--- src/rtl/mcu_block_sched_pkg.sv ---
// Shared JPEG encoder definitions: component and chroma-mode enums, MCU slot tables and the
// block geometry constants used by the MCU block scheduler.
package mcu_block_sched_pkg;

    localparam int unsigned ROWS_PER_BLK = 8;
    localparam int unsigned MAX_SLOTS    = 6;

    typedef enum logic [1:0] {
        CompY  = 2'd0,
        CompCb = 2'd1,
        CompCr = 2'd2
    } comp_e;

    typedef enum logic {
        Mode420 = 1'b0,
        Mode422 = 1'b1
    } chroma_mode_e;

    // Entry [i] is the component carried by slot i of one MCU.
    localparam logic [MAX_SLOTS-1:0][1:0] SLOT_TBL_420 = {2'd2, 2'd1, 2'd0, 2'd0, 2'd0, 2'd0};
    localparam logic [MAX_SLOTS-1:0][1:0] SLOT_TBL_422 = {2'd0, 2'd0, 2'd2, 2'd1, 2'd0, 2'd0};

    function automatic comp_e slot_comp(chroma_mode_e mode, logic [2:0] slot);
        comp_e c;
        c = CompY;
        if (int'(slot) < MAX_SLOTS) begin
            c = (mode == Mode422) ? comp_e'(SLOT_TBL_422[slot]) : comp_e'(SLOT_TBL_420[slot]);
        end
        return c;
    endfunction

    function automatic logic [2:0] last_slot(chroma_mode_e mode);
        return (mode == Mode422) ? 3'd3 : 3'd5;
    endfunction

endpackage

--- src/rtl/mcu_block_sched_if.sv ---
// Row-level handshake bundle between the Y/Cb/Cr row sources, the scheduler and the
// transpose/DCT stage.
interface mcu_block_sched_if #(
    parameter int unsigned QW        = 12,
    parameter int unsigned NCOMP_LOG = 2
);
    logic [8*QW-1:0]      y_d;
    logic                 y_valid;
    logic                 y_hold;
    logic [8*QW-1:0]      cb_d;
    logic                 cb_valid;
    logic                 cb_hold;
    logic [8*QW-1:0]      cr_d;
    logic                 cr_valid;
    logic                 cr_hold;
    logic [8*QW-1:0]      q;
    logic [2:0]           q_cnt;
    logic [NCOMP_LOG-1:0] q_comp;
    logic [2:0]           q_blk;
    logic                 q_valid;
    logic                 q_hold;
    logic                 mcu_done;

    modport master (
        output y_d, y_valid, cb_d, cb_valid, cr_d, cr_valid, q_hold,
        input  y_hold, cb_hold, cr_hold, q, q_cnt, q_comp, q_blk, q_valid, mcu_done
    );

    modport slave (
        input  y_d, y_valid, cb_d, cb_valid, cr_d, cr_valid, q_hold,
        output y_hold, cb_hold, cr_hold, q, q_cnt, q_comp, q_blk, q_valid, mcu_done
    );

endinterface

--- src/rtl/mcu_row_mux.sv ---
// Combinational component selector: routes the slot's row port to the scheduler and raises
// hold on every port that may not deliver a row this cycle.
module mcu_row_mux
    import mcu_block_sched_pkg::*;
#(
    parameter int unsigned QW = 12
) (
    input  logic           run,
    input  comp_e          comp,
    input  logic           out_stall,
    input  logic [8*QW-1:0] y_d,
    input  logic           y_valid,
    input  logic [8*QW-1:0] cb_d,
    input  logic           cb_valid,
    input  logic [8*QW-1:0] cr_d,
    input  logic           cr_valid,
    output logic           y_hold,
    output logic           cb_hold,
    output logic           cr_hold,
    output logic           accept,
    output logic [8*QW-1:0] row
);

    logic sel_valid;
    logic sel_hold;

    assign sel_hold = ~run | out_stall;

    always_comb begin
        y_hold    = 1'b1;
        cb_hold   = 1'b1;
        cr_hold   = 1'b1;
        sel_valid = 1'b0;
        row       = y_d;
        unique case (comp)
            CompY: begin
                row       = y_d;
                sel_valid = y_valid;
                y_hold    = sel_hold;
            end
            CompCb: begin
                row       = cb_d;
                sel_valid = cb_valid;
                cb_hold   = sel_hold;
            end
            CompCr: begin
                row       = cr_d;
                sel_valid = cr_valid;
                cr_hold   = sel_hold;
            end
            default: ;
        endcase
        accept = sel_valid & ~sel_hold;
    end

endmodule

--- src/rtl/mcu_block_sched.sv ---
// MCU block scheduler: walks the 4:2:0 / 4:2:2 slot table, pulls one 8-sample row per cycle
// from the selected component port and registers it towards the transpose/DCT stage.
module mcu_block_sched
    import mcu_block_sched_pkg::*;
#(
    parameter int unsigned QW        = 12,
    parameter int unsigned NCOMP_LOG = 2
) (
    input  logic             clk,
    input  logic             resetn,
    input  logic             en,
    input  logic             mode,
    mcu_block_sched_if.slave bus
);

    typedef enum logic {StIdle, StRun} state_e;

    state_e               state;
    chroma_mode_e         mode_lat;
    logic [2:0]           row_cnt;
    logic [2:0]           slot;
    logic [8*QW-1:0]      q_r;
    logic [2:0]           q_cnt_r;
    logic [NCOMP_LOG-1:0] q_comp_r;
    logic [2:0]           q_blk_r;
    logic                 q_valid_r;
    logic                 q_last;

    comp_e           cur_comp;
    logic            accept;
    logic [8*QW-1:0] row_sel;
    logic            blk_end;
    logic            mcu_end;
    logic            xfer;

    assign cur_comp = slot_comp(mode_lat, slot);
    assign blk_end  = (row_cnt == 3'(ROWS_PER_BLK - 1));
    assign mcu_end  = blk_end && (slot == last_slot(mode_lat));
    assign xfer     = q_valid_r & ~bus.q_hold;

    mcu_row_mux #(
        .QW(QW)
    ) u_row_mux (
        .run       (state == StRun),
        .comp      (cur_comp),
        .out_stall (q_valid_r & bus.q_hold),
        .y_d       (bus.y_d),
        .y_valid   (bus.y_valid),
        .cb_d      (bus.cb_d),
        .cb_valid  (bus.cb_valid),
        .cr_d      (bus.cr_d),
        .cr_valid  (bus.cr_valid),
        .y_hold    (bus.y_hold),
        .cb_hold   (bus.cb_hold),
        .cr_hold   (bus.cr_hold),
        .accept    (accept),
        .row       (row_sel)
    );

    always_ff @(posedge clk) begin
        if (!resetn) begin
            state     <= StIdle;
            mode_lat  <= Mode420;
            row_cnt   <= '0;
            slot      <= '0;
            q_r       <= '0;
            q_cnt_r   <= '0;
            q_comp_r  <= '0;
            q_blk_r   <= '0;
            q_valid_r <= 1'b0;
            q_last    <= 1'b0;
        end else begin
            if (accept) begin
                q_r       <= row_sel;
                q_cnt_r   <= row_cnt;
                q_comp_r  <= NCOMP_LOG'(cur_comp);
                q_blk_r   <= slot;
                q_last    <= mcu_end;
                q_valid_r <= 1'b1;
            end else if (xfer) begin
                q_valid_r <= 1'b0;
            end

            unique case (state)
                StIdle: begin
                    if (en) begin
                        state    <= StRun;
                        mode_lat <= chroma_mode_e'(mode);
                        row_cnt  <= '0;
                        slot     <= '0;
                    end
                end
                StRun: begin
                    if (accept) begin
                        row_cnt <= row_cnt + 3'd1;
                        if (blk_end) begin
                            slot <= mcu_end ? 3'd0 : slot + 3'd1;
                        end
                        // MCU boundary: the only point where mode and en take effect.
                        if (mcu_end) begin
                            mode_lat <= chroma_mode_e'(mode);
                            if (!en) begin
                                state <= StIdle;
                            end
                        end
                    end
                end
                default: state <= StIdle;
            endcase
        end
    end

    assign bus.q        = q_r;
    assign bus.q_cnt    = q_cnt_r;
    assign bus.q_comp   = q_comp_r;
    assign bus.q_blk    = q_blk_r;
    assign bus.q_valid  = q_valid_r;
    assign bus.mcu_done = xfer & q_last;

endmodule

--- src/flat_wrapper.sv ---
// flat-port wrapper written by rule: the top's interface ports become plain ports
module mcu_block_sched_flat import mcu_block_sched_pkg::*;
#(
    parameter int unsigned QW        = 12,
    parameter int unsigned NCOMP_LOG = 2
)
  (clk, resetn, en, mode, bus_y_d, bus_y_valid, bus_cb_d, bus_cb_valid, bus_cr_d, bus_cr_valid, bus_q_hold, bus_y_hold, bus_cb_hold, bus_cr_hold, bus_q, bus_q_cnt, bus_q_comp, bus_q_blk, bus_q_valid, bus_mcu_done);
  mcu_block_sched_if #(.QW(QW), .NCOMP_LOG(NCOMP_LOG)) bus_i ();
  input  logic clk;
  input  logic resetn;
  input  logic en;
  input  logic mode;
  input wire logic [$bits(bus_i.y_d)-1:0] bus_y_d;
  input wire logic [$bits(bus_i.y_valid)-1:0] bus_y_valid;
  input wire logic [$bits(bus_i.cb_d)-1:0] bus_cb_d;
  input wire logic [$bits(bus_i.cb_valid)-1:0] bus_cb_valid;
  input wire logic [$bits(bus_i.cr_d)-1:0] bus_cr_d;
  input wire logic [$bits(bus_i.cr_valid)-1:0] bus_cr_valid;
  input wire logic [$bits(bus_i.q_hold)-1:0] bus_q_hold;
  output wire logic [$bits(bus_i.y_hold)-1:0] bus_y_hold;
  output wire logic [$bits(bus_i.cb_hold)-1:0] bus_cb_hold;
  output wire logic [$bits(bus_i.cr_hold)-1:0] bus_cr_hold;
  output wire logic [$bits(bus_i.q)-1:0] bus_q;
  output wire logic [$bits(bus_i.q_cnt)-1:0] bus_q_cnt;
  output wire logic [$bits(bus_i.q_comp)-1:0] bus_q_comp;
  output wire logic [$bits(bus_i.q_blk)-1:0] bus_q_blk;
  output wire logic [$bits(bus_i.q_valid)-1:0] bus_q_valid;
  output wire logic [$bits(bus_i.mcu_done)-1:0] bus_mcu_done;
  assign bus_i.y_d = bus_y_d;
  assign bus_i.y_valid = bus_y_valid;
  assign bus_i.cb_d = bus_cb_d;
  assign bus_i.cb_valid = bus_cb_valid;
  assign bus_i.cr_d = bus_cr_d;
  assign bus_i.cr_valid = bus_cr_valid;
  assign bus_i.q_hold = bus_q_hold;
  assign bus_y_hold = bus_i.y_hold;
  assign bus_cb_hold = bus_i.cb_hold;
  assign bus_cr_hold = bus_i.cr_hold;
  assign bus_q = bus_i.q;
  assign bus_q_cnt = bus_i.q_cnt;
  assign bus_q_comp = bus_i.q_comp;
  assign bus_q_blk = bus_i.q_blk;
  assign bus_q_valid = bus_i.q_valid;
  assign bus_mcu_done = bus_i.mcu_done;
  mcu_block_sched #(.QW(QW), .NCOMP_LOG(NCOMP_LOG)) u_core (.clk(clk), .resetn(resetn), .en(en), .mode(mode), .bus(bus_i));
endmodule
--- config.mk ---
export PLATFORM = sky130hd
export DESIGN_NAME = mcu_block_sched_flat
export DESIGN_NICKNAME = d
export VERILOG_FILES = /design/src/rtl/mcu_block_sched_pkg.sv /design/src/rtl/mcu_block_sched_if.sv /design/src/rtl/mcu_row_mux.sv /design/src/rtl/mcu_block_sched.sv /design/src/flat_wrapper.sv
export SDC_FILE = /design/constraint.sdc
export NUM_CORES = 1
export LEC_CHECK = 0
export ABC_AREA = 1
export BUFFER_PORTS_ARGS = -buffer_cell sky130_fd_sc_hd__buf_2
export CAP_MARGIN = 20
export CORE_AREA = 2 2 159 161
export DETAILED_ROUTE_END_ITERATION = 16
export DIE_AREA = 0 0 161 163
export PLACE_DENSITY = 0.63
export SYNTH_ARGS = -nofsm -noshare
export SYNTH_HDL_FRONTEND = slang
export SYNTH_HIERARCHICAL = 1
export SYNTH_SLANG_ARGS = --single-unit
--- constraint.sdc ---
create_clock -name clk -period 2.75 [get_ports clk]
set_clock_uncertainty 0.2 [all_clocks]
set_input_delay 0 -clock clk [delete_from_list [all_inputs] [get_ports clk]]
set_output_delay 0 -clock clk [all_outputs]
set_load 0.05 [all_outputs]
==> flow_summary.ini, run 1 <==
[clocking]
numCtsBuffers = 17
clock-root-buffer = clkbuf_16
cts_buffer_depth = 2
h-tree-depth = 4
clk_pin_slew_ps = 60
cts_tree = done
insertion_delay_ps = 410
clock_sinks = 118

[sta]
fin_tns_setup_ps = 0
worstMarginPinSlew_ps = 618
post-route-min-period_ps = 2650
hold_viol = 0
slew_violations = 0
fin_crit_sh_pct = 96.4
setup_viol = 0
rsz0062_at_grt = yes
max_freq_mhz = 377
slew_headroom_pct = 58.8

[finish]
seq_area_um2 = 2370
fin_cells = 2179
multiInputGateArea_um2 = 3960
final_util_pct = 51.2
design_area_um2 = 12600
drive_gt1_share_pct = 26.4
fin_nets = 2137
syn_to_final_growth_pct = 87.0
fillCellCount = 2274

[critical_path]
crit_type = reg -> reg
crit_required_ps = 2900
slowest_delay_ps = 560
critPathArrivalTime_ps = 2800
crit_chain = nand2_1 > o21ai_1 > nor2_1 > buf_4 > inv_2 > ha_4 > buf_16 > nand2_2 > nand2_1 > dlygate4sd3_1 > nand2_1 > nand2_1 > nor2_1 > nor2_1
critPathLaunchType = flop
worstSetupEndpointType = flop
crit_top_cell = nand2_1
crit_path_top_delay_cell = dlygate4sd3_1
cp_max_fo = 49

[routing]
vias_per_cell = 4.73
drt-pass1-iter-count = 5
vias = 10298
wl_per_cell_um = 15.0
drtAntennaViolNets = 0
drt_iter0_drc = 871
drt_wl_total_mm = 32.6
drc = 0

[floorplanning]
die_h_um = 163
row_count = 58
die_w_um = 161
start_util_pct = 27.4
die_area_um2 = 26200
core_area_um2 = 24700
top_level_ports = 405

[synth]
netlist_area_um2 = 6750
synth_commonest_cells = nand2_1, nor2_1, dfxtp_1
syn_inst = 1176
synth_area_leader_cell = dfxtp_1
synth_most_common_cell = nand2_1
synth_top_area_share_pct = 35.0
synth_seq_area_share_pct = 35.0
syn_nets = 1479
synth_flop_cell = dfxtp_1
ys_seq_elements = 118
synth_edf_count = 0
yosys_warnings = 6
ys_async_sr_fraction_pct = 0
netlist_top_cells_area = dfxtp_1, nand2_1, nor2_1, o21ai_0, buf_2
synth.distinct_cells = 23
avgSynthCellArea_um2 = 5.74

[placed_design]
placed_cell_area_um2 = 8970
dp.cells = 1845
gp_congestion = 0.827
dp_hpwl_mm = 17.1
portBuffers = 404

[pwr]
powerDensity_nw_per_um2 = 480
p_leak_nw = 7.03
peakVddDrop_mv = 0.279
total_power_mw = 6.05

[global_route]
grt.total_usage_pct = 22.4
overflow = 0
grt_pass1_wl_mm = 47.4
grt_pass1_vias = 10107
grt_start_max_net_pins = 98
grt_antenna_before_repair = 2

[flow_run]
drv_cap = 0

[status]
status = finished clean

[min_path]
hold_path_class = in -> reg
-- worst paths after layout --
kind | startpoint | end | slack (ps) | cells past startpoint
worst max register to register | u_core/slot[1]$_SDFFE_PN0N_ | u_core/bus.q[7]$_SDFFE_PN0P_ | 100 | 14
worst min-delay path | bus_cb_valid | u_core/row_cnt[2]$_SDFFE_PN0P_ | 20 | 8
worst min register to register | u_core/bus.q[35]$_SDFFE_PN0P_ | u_core/bus.q[35]$_SDFFE_PN0P_ | 290 | 2
worst max-delay path | u_core/slot[1]$_SDFFE_PN0N_ | u_core/bus.q[7]$_SDFFE_PN0P_ | 100 | 14
-- cell type report --
type / count / area share (%)
inverter: 17 / 0.555
clock buffer: 19 / 3.59
tap: 330 / 3.27
multi-input combinational: 964 / 31.3
sequential: 118 / 18.7
clock inverter: 13 / 0.991
timing repair buffer: 716 / 41.5
antenna: 2 / 0.0396
-- cells by family after synthesis --
kind of cell    Yosys count  share of synthesized area (%)
simple gates            834                           46.9
compound gates          123                           9.30
flops                   118                           35.0
buf+inv                  94                           7.49
fa+ha+maj                 7                           1.30
-- metal layers --
metal  global-route usage [%]  part of all wire [%]
met5                        0                     0
met3                     5.98                   8.2
met4                     13.7                   5.2
met2                     40.8                    49
met1                     22.9                    38
-- registers in the layout, summed over array words and instances, names as in the netlist, named ones only --
register and cells:
u_core/bus.q_valid 1, u_core/bus.q_blk 3, u_core/q_last 1, u_core/mode_lat 1, u_core/row_cnt 3, u_core/state 1, u_core/slot 3, u_core/bus.q_comp 2
u_core/bus.q 96, u_core/bus.q_cnt 3
-- metrics by stage --
stage | hold WS (ps) | setup WS (ps)
6_report | 16.2 | 100
5_1_grt | 50.0 | -74.1
4_1_cts | 13.6 | 17.4
3_5_place_dp | 87.0 | 213
3_3_place_gp | 84.8 | 277
2_1_floorplan | -35.4 | 200
-- report_power, final --
part | leakage, nW | total (mW) | switching [mW] | internal [mW]
Sequential | 0.969 | 1.93 | 0.0716 | 1.85
Combinational | 5.79 | 1.95 | 1.21 | 0.743
Clock | 0.268 | 2.17 | 0.874 | 1.30
Total | 7.03 | 6.05 | 2.16 | 3.90
-- critical path: cells and delay by family (launching register included) --
kind                       cells  cell delay (ps)
DFF                            1              370
adders and majority gates      1              190
and+or+nand+nor                8              640
AOI/OAI and AO/OA              1               80
buffers and inverters          4             1030
-- timing repair --
| item | 4_1_cts | 5_1_grt |
|---|---|---|
| gates resized for setup | 0 | 23 |
| endpoints found under the hold margin | 109 | 0 |
| hold buffers | 293 | 0 |
| setup endpoints to repair | 0 | 88 |
| buffers inserted | 0 | 5 |
-- cells in the final DEF (no fill, tap or decap), types with 2 or more instances in the layout --
master / netlist / layout
nor2_2: 1 / 3
o21ai_1: 8 / 10
dfxtp_2: 0 / 3
clkinv_2: 1 / 2
buf_16: 0 / 2
diode_2: 0 / 2
buf_2: 35 / 404
a21oi_1: 13 / 13
clkinvlp_4: 0 / 5
o21ai_0: 100 / 98
buf_12: 0 / 5
ha_1: 7 / 4
nor2_1: 214 / 212
ha_4: 0 / 3
inv_6: 0 / 2
nand2_2: 3 / 12
clkbuf_16: 0 / 19
nand3_1: 11 / 11
inv_2: 2 / 4
dfxtp_1: 118 / 115
buf_4: 10 / 10
clkinv_4: 0 / 4
inv_4: 1 / 2
inv_1: 13 / 10
nand2_1: 602 / 592
dlygate4sd3_1: 0 / 293
clkbuf_8: 0 / 2
Note: power is estimated with default switching activity, not from simulation.
==> run 2, diff against run 1 <==
--- a/config.mk
+++ b/config.mk
@@ -5,14 +5,14 @@
 export SDC_FILE = /design/constraint.sdc
 export NUM_CORES = 1
 export LEC_CHECK = 0
-export ABC_AREA = 1
 export BUFFER_PORTS_ARGS = -buffer_cell sky130_fd_sc_hd__buf_2
 export CAP_MARGIN = 20
-export CORE_AREA = 2 2 159 161
+export CORE_AREA = 2 2 157 159
 export DETAILED_ROUTE_END_ITERATION = 16
-export DIE_AREA = 0 0 161 163
+export DIE_AREA = 0 0 159 161
 export PLACE_DENSITY = 0.63
 export SYNTH_ARGS = -nofsm -noshare
 export SYNTH_HDL_FRONTEND = slang
 export SYNTH_HIERARCHICAL = 1
 export SYNTH_SLANG_ARGS = --single-unit
+export TNS_END_PERCENT = 30
==> flow_summary.ini, run 2 <==
[clocking]
insertion_delay_ps = 400
h-tree-depth = 4
clk_pin_slew_ps = 60
cts_buffer_depth = 2
numCtsBuffers = 17
clock-root-buffer = clkbuf_16
cts_tree = done
clock_sinks = 118

[min_path]
hold_depth = 5
hold_path_class = in -> reg
hp-start = bus_cr_d[3]
worstHoldEndpoint = u_core/bus.q[3]$_SDFFE_PN0P_

[finish]
fillCellCount = 2125
syn_to_final_growth_pct = 88.0
largest_reg_flops = 96
layout_common_cells = buf_2, dlygate4sd3_1, dfxtp_1, nor2b_1, mux2i_1
fin_nets = 1675
final_common_cell = buf_2
drive_gt1_share_pct = 34.7
fin_cells = 1712
seq_area_um2 = 2370
multiInputGateArea_um2 = 3780

[sta]
post-route-min-period_ps = 2740
fin_crit_sh_pct = 99.8
setup_viol = 0
max_freq_mhz = 364
hold_viol = 1
slew_violations = 0
worstMarginPinSlew_ps = 574
slew_headroom_pct = 61.7
rsz0062_at_grt = yes
holdWs_ps = -5.25

[synth]
synth_seq_area_share_pct = 36.6
synth.distinct_cells = 34
ys_async_sr_fraction_pct = 0
avgSynthCellArea_um2 = 8.64
synth_area_leader_cell = dfxtp_1
syn_inst = 747
syn_nets = 1050
synth_flop_cell = dfxtp_1
netlist_area_um2 = 6450
synth_edf_count = 0
synth_top_area_share_pct = 36.6
yosys_warnings = 6
netlist_top_cells_area = dfxtp_1, mux2i_1, a22oi_1, nor2b_1, a21oi_1
synth_commonest_cells = dfxtp_1, nor2b_1, mux2i_1
synth_most_common_cell = dfxtp_1
ys_seq_elements = 118

[routing]
drc = 0
drt_wl_total_mm = 28.8
vias = 8148
drtAntennaViolNets = 0
vias_per_cell = 4.76
drt-pass1-iter-count = 7
wl_per_cell_um = 16.8
drt_iter0_drc = 620

[critical_path]
rrSetupSlack_ps = 6
reg2reg_from = u_core/mode_lat$_SDFFE_PN0P_
worstSetupEndpointType = flop
critPathArrivalTime_ps = 2870
reg2reg_depth = 10
crit_type = reg -> reg
critPathLaunchType = flop
crit_required_ps = 2870
cp_max_fo = 5

[global_route]
grt_pass1_wl_mm = 41.4
grt_antenna_before_repair = 3
grt_start_max_net_pins = 98
grt_pass1_vias = 8146
grt.total_usage_pct = 20.0
overflow = 0

[status]
status = finished, violations left
violations = negative hold slack

[pwr]
powerDensity_nw_per_um2 = 448
total_power_mw = 5.44
p_leak_nw = 5.30
peakVddDrop_mv = 0.278

[floorplanning]
die_w_um = 159
die_h_um = 161
row_count = 57
die_area_um2 = 25600
core_area_um2 = 24000
top_level_ports = 405
start_util_pct = 26.9

[flow_run]
drv_cap = 0

[placed_design]
portBuffers = 404
dp.cells = 1420
dp_hpwl_mm = 15.7
gp_congestion = 0.797
## run 2: changes by cell type after synthesis, sizes merged, moves of 96 or more
cell   previous run  this run
nor2            216        97
nand2           605         9
o21ai           109         4
nor2b             0       109
a22oi             0        96
mux2i             0       108
## run 2: power by group
group	total (mW)	switching, mW	internal, mW
registers	1.81	0.0319	1.77
logic	1.11	0.547	0.567
clock network	2.52	0.846	1.67
total	5.44	1.43	4.01
## run 2: cell families (layout without fill, tap and decap cells)
| group | count (synthesis) | after routing | share of synthesized area (%) |
|---|---|---|---|
| AOI/OAI and AO/OA | 209 | 209 | 20.7 |
| other | 0 | 3 | 0 |
| DFF | 118 | 118 | 36.6 |
| adders and majority gates | 7 | 7 | 1.36 |
| muxes | 108 | 108 | 16.8 |
| and+or+nand+nor | 230 | 230 | 18.4 |
| buffers and inverters | 74 | 712 | 6.11 |
| xor gates and xnor gates | 1 | 1 | 0.136 |
## run 2: worst max-delay path: stages, from the launching register on
cell      delay [ps]
dfxtp_4          360
mux2i_2          220
a21oi_2           70
buf_4            170
ha_4             170
a222oi_1         390
nor3b_2          140
and3_4           210
nand3b_1         160
a221o_1          390
nor3_2           190
## run 2: layout make-up
type | instances | area share (%)
Multi-Input combinational cell | 555 | 31.2
Tap cell | 324 | 3.34
Antenna cell | 3 | 0.0619
Clock buffer | 19 | 3.74
Clock inverter | 13 | 1.80
Inverter | 4 | 0.124
Timing Repair Buffer | 676 | 40.2
Sequential cell | 118 | 19.5
## run 2: what timing repair did
action	in CTS	in global routing
pin swaps	1	8
hold buffers	246	0
buffers inserted	2	5
gates cloned	0	4
resized for setup	1	15
hold endpoints to repair	112	0
setup endpoints to repair	5	55
## run 2: through the flow
| step | hold WS [ps] | instance area [um2] | setup TNS (ps) | setup WS, ps | utilization, % |
|---|---|---|---|---|---|
| CTS | 3.68 | 11900 | 0 | 31.5 | 49.7 |
| global placement | 83.1 | 8760 | 0 | 47.0 | 36.6 |
| global route | 12.5 | 12100 | -85.7 | -72.2 | 50.6 |
| floorplan | -76.2 | 6460 | 0 | 53.1 | - |
| finish | -5.25 | 12100 | 0 | 5.85 | 50.6 |
| detailed placement | 85.9 | 8760 | -197 | -65.2 | 36.6 |
## run 2: per-layer routing
metal	vias up	global-route usage, %	wire length (um)
met3	100	6.65	2580
met2	516	34.8	13800
li1	3906	-	-
met4	2	10.8	1380
met5	-	0	10
met1	3624	21.6	11000
## run 2: worst max-delay path by stage
stage	slack [ps]	startpoint	end	cells after the start
3_5_place_dp	-70	u_core/mode_lat$_SDFFE_PN0P_	flop	10
2_1_floorplan	50	u_core/mode_lat$_SDFFE_PN0P_	flop	13
6_report	6	u_core/mode_lat$_SDFFE_PN0P_	flop	10
4_1_cts	30	u_core/mode_lat$_SDFFE_PN0P_	flop	10
3_3_place_gp	50	u_core/mode_lat$_SDFFE_PN0P_	flop	10
5_1_grt	-70	u_core/mode_lat$_SDFFE_PN0P_	flop	10
==> run 3, diff against run 2 <==
--- a/config.mk
+++ b/config.mk
@@ -11,6 +11,7 @@
 export DETAILED_ROUTE_END_ITERATION = 16
 export DIE_AREA = 0 0 159 161
 export PLACE_DENSITY = 0.63
+export RECOVER_POWER = 25
 export SYNTH_ARGS = -nofsm -noshare
 export SYNTH_HDL_FRONTEND = slang
 export SYNTH_HIERARCHICAL = 1
==> flow_summary.ini, run 3 (synthesized netlist as in run 2, its figures left out) <==
[global_route]
grt.total_usage_pct = 20.0
grt_pass1_vias = 8146
grt_antenna_before_repair = 3
grtUsageMet1_pct = 21.6
overflow = 0
grt_start_max_net_pins = 98
grt-busiest-layer = met2
gr-usage-met3_pct = 6.65
use_met2_pct = 34.8
grt_pass1_wl_mm = 41.4

[placed_design]
dp_slack_ps = -65.2
gp_congestion = 0.797
portBuffers = 404
dp_hpwl_mm = 15.7

[sta]
setup_slack_ps = 5.66
hold_viol = 1
slew_headroom_pct = 56.7
setup_viol = 0
post-route-min-period_ps = 2740
max_freq_mhz = 364
fin_tns_setup_ps = 0
slew_violations = 0
worstMarginPinSlew_ps = 653
rsz0062_at_grt = yes
holdWs_ps = -3.96
fin_crit_sh_pct = 99.8

[status]
status = finished, violations left
violations = negative hold slack

[pwr]
clkPwrFrac_pct = 46.4
switching_share_pct = 26.3
combPwrFrac_pct = 20.3
p_leak_nw = 5.06
power_frac_seq_pct = 33.3
internal_power_mw = 4.00
peakVddDrop_mv = 0.279
powerDensity_nw_per_um2 = 451
power_switching_mw = 1.43

[critical_path]
critPathLaunchType = flop
rrSetupSlack_ps = 6
crit_required_ps = 2870
crit_type = reg -> reg
worstSetupEndpointType = flop
cp_max_fo = 5
critPathArrivalTime_ps = 2870

[floorplanning]
top_level_ports = 405
start_util_pct = 26.9
die_w_um = 159
core_area_um2 = 24000
die_area_um2 = 25600
die_h_um = 161
row_count = 57

[min_path]
hold_path_class = in -> reg

[clocking]
clock-root-buffer = clkbuf_16
numCtsBuffers = 17
clk_pin_slew_ps = 60
cts_tree = done
h-tree-depth = 4
cts_buffer_depth = 2
insertion_delay_ps = 400
clock_sinks = 118

[finish]
final_util_pct = 50.3
final_common_cell = buf_2
syn_to_final_growth_pct = 86.9
drive_gt1_share_pct = 30.7
largest_reg_flops = 96
layout_common_cells = buf_2, dlygate4sd3_1, dfxtp_1, nor2b_1, mux2i_1
fin_nets = 1675

[flow_run]
drv_cap = 0

[routing]
vias_per_cell = 4.80
drt_wl_total_mm = 28.9
drc = 0
drtAntennaViolNets = 0
wl_per_cell_um = 16.9
vias = 8219
drt-pass1-iter-count = 5
drt_iter0_drc = 664
## run 3: critical path, stage by stage (launching register included)
cell	delay, ps
dfxtp_4	360
mux2i_2	220
a21oi_2	70
buf_4	170
ha_4	170
a222oi_1	390
nor3b_2	140
and3_4	210
nand3b_1	160
a221o_1	390
nor3_2	190
## run 3: repair_timing
action                                  CTS  global route
endpoints found under the setup margin    5            55
pin swaps                                 1             8
buffers inserted                          2             5
gates resized for setup                   1            15
endpoints found under the hold margin   112             0
hold buffers                            246             0
gates cloned                              0             4
## run 3: path summary, 6_finish.rpt
| kind | cells after the start | end | startpoint |
|---|---|---|---|
| worst min register to register | 2 | u_core/bus.q[95]$_SDFFE_PN0P_ | u_core/bus.q[95]$_SDFFE_PN0P_ |
| worst min-delay path | 5 | u_core/bus.q[3]$_SDFFE_PN0P_ | bus_cr_d[3] |
| worst max register to register | 10 | flop | u_core/mode_lat$_SDFFE_PN0P_ |
| worst max-delay path | 10 | flop | u_core/mode_lat$_SDFFE_PN0P_ |
## run 3: power groups by stage
stage	sequential, mW	clock, mW	combinational [mW]
detailed placement	1.84	0	0.816
floorplan	2.06	0	0.259
global route	1.81	2.68	1.17
global placement	1.84	0	0.810
finish	1.81	2.52	1.11
CTS	1.81	2.61	1.09
## run 3: layout make-up
| type | count | area (um2) |
|---|---|---|
| multi-input combinational | 555 | 3780 |
| inverter | 4 | 15.0 |
| sequential | 118 | 2370 |
| tap | 324 | 405 |
| clock inverter | 13 | 218 |
| clock buffer | 19 | 453 |
| fill | 2162 | 11900 |
| timing repair buffer | 676 | 4810 |
| antenna | 3 | 7.51 |
## run 3: per-stage QoR
stage	area, um2	std cells	total power, mW
2_1_floorplan	6460	747	2.32
3_3_place_gp	8760	1420	2.65
3_5_place_dp	8760	1420	2.66
4_1_cts	11900	1700	5.50
5_1_grt	12100	1710	5.67
6_report	12100	1712	5.43
## run 3: metal layers
metal,wire (um),up-vias
met5,10,-
met4,1340,2
met3,2570,94
met2,13900,525
met1,11100,3682
li1,-,3916
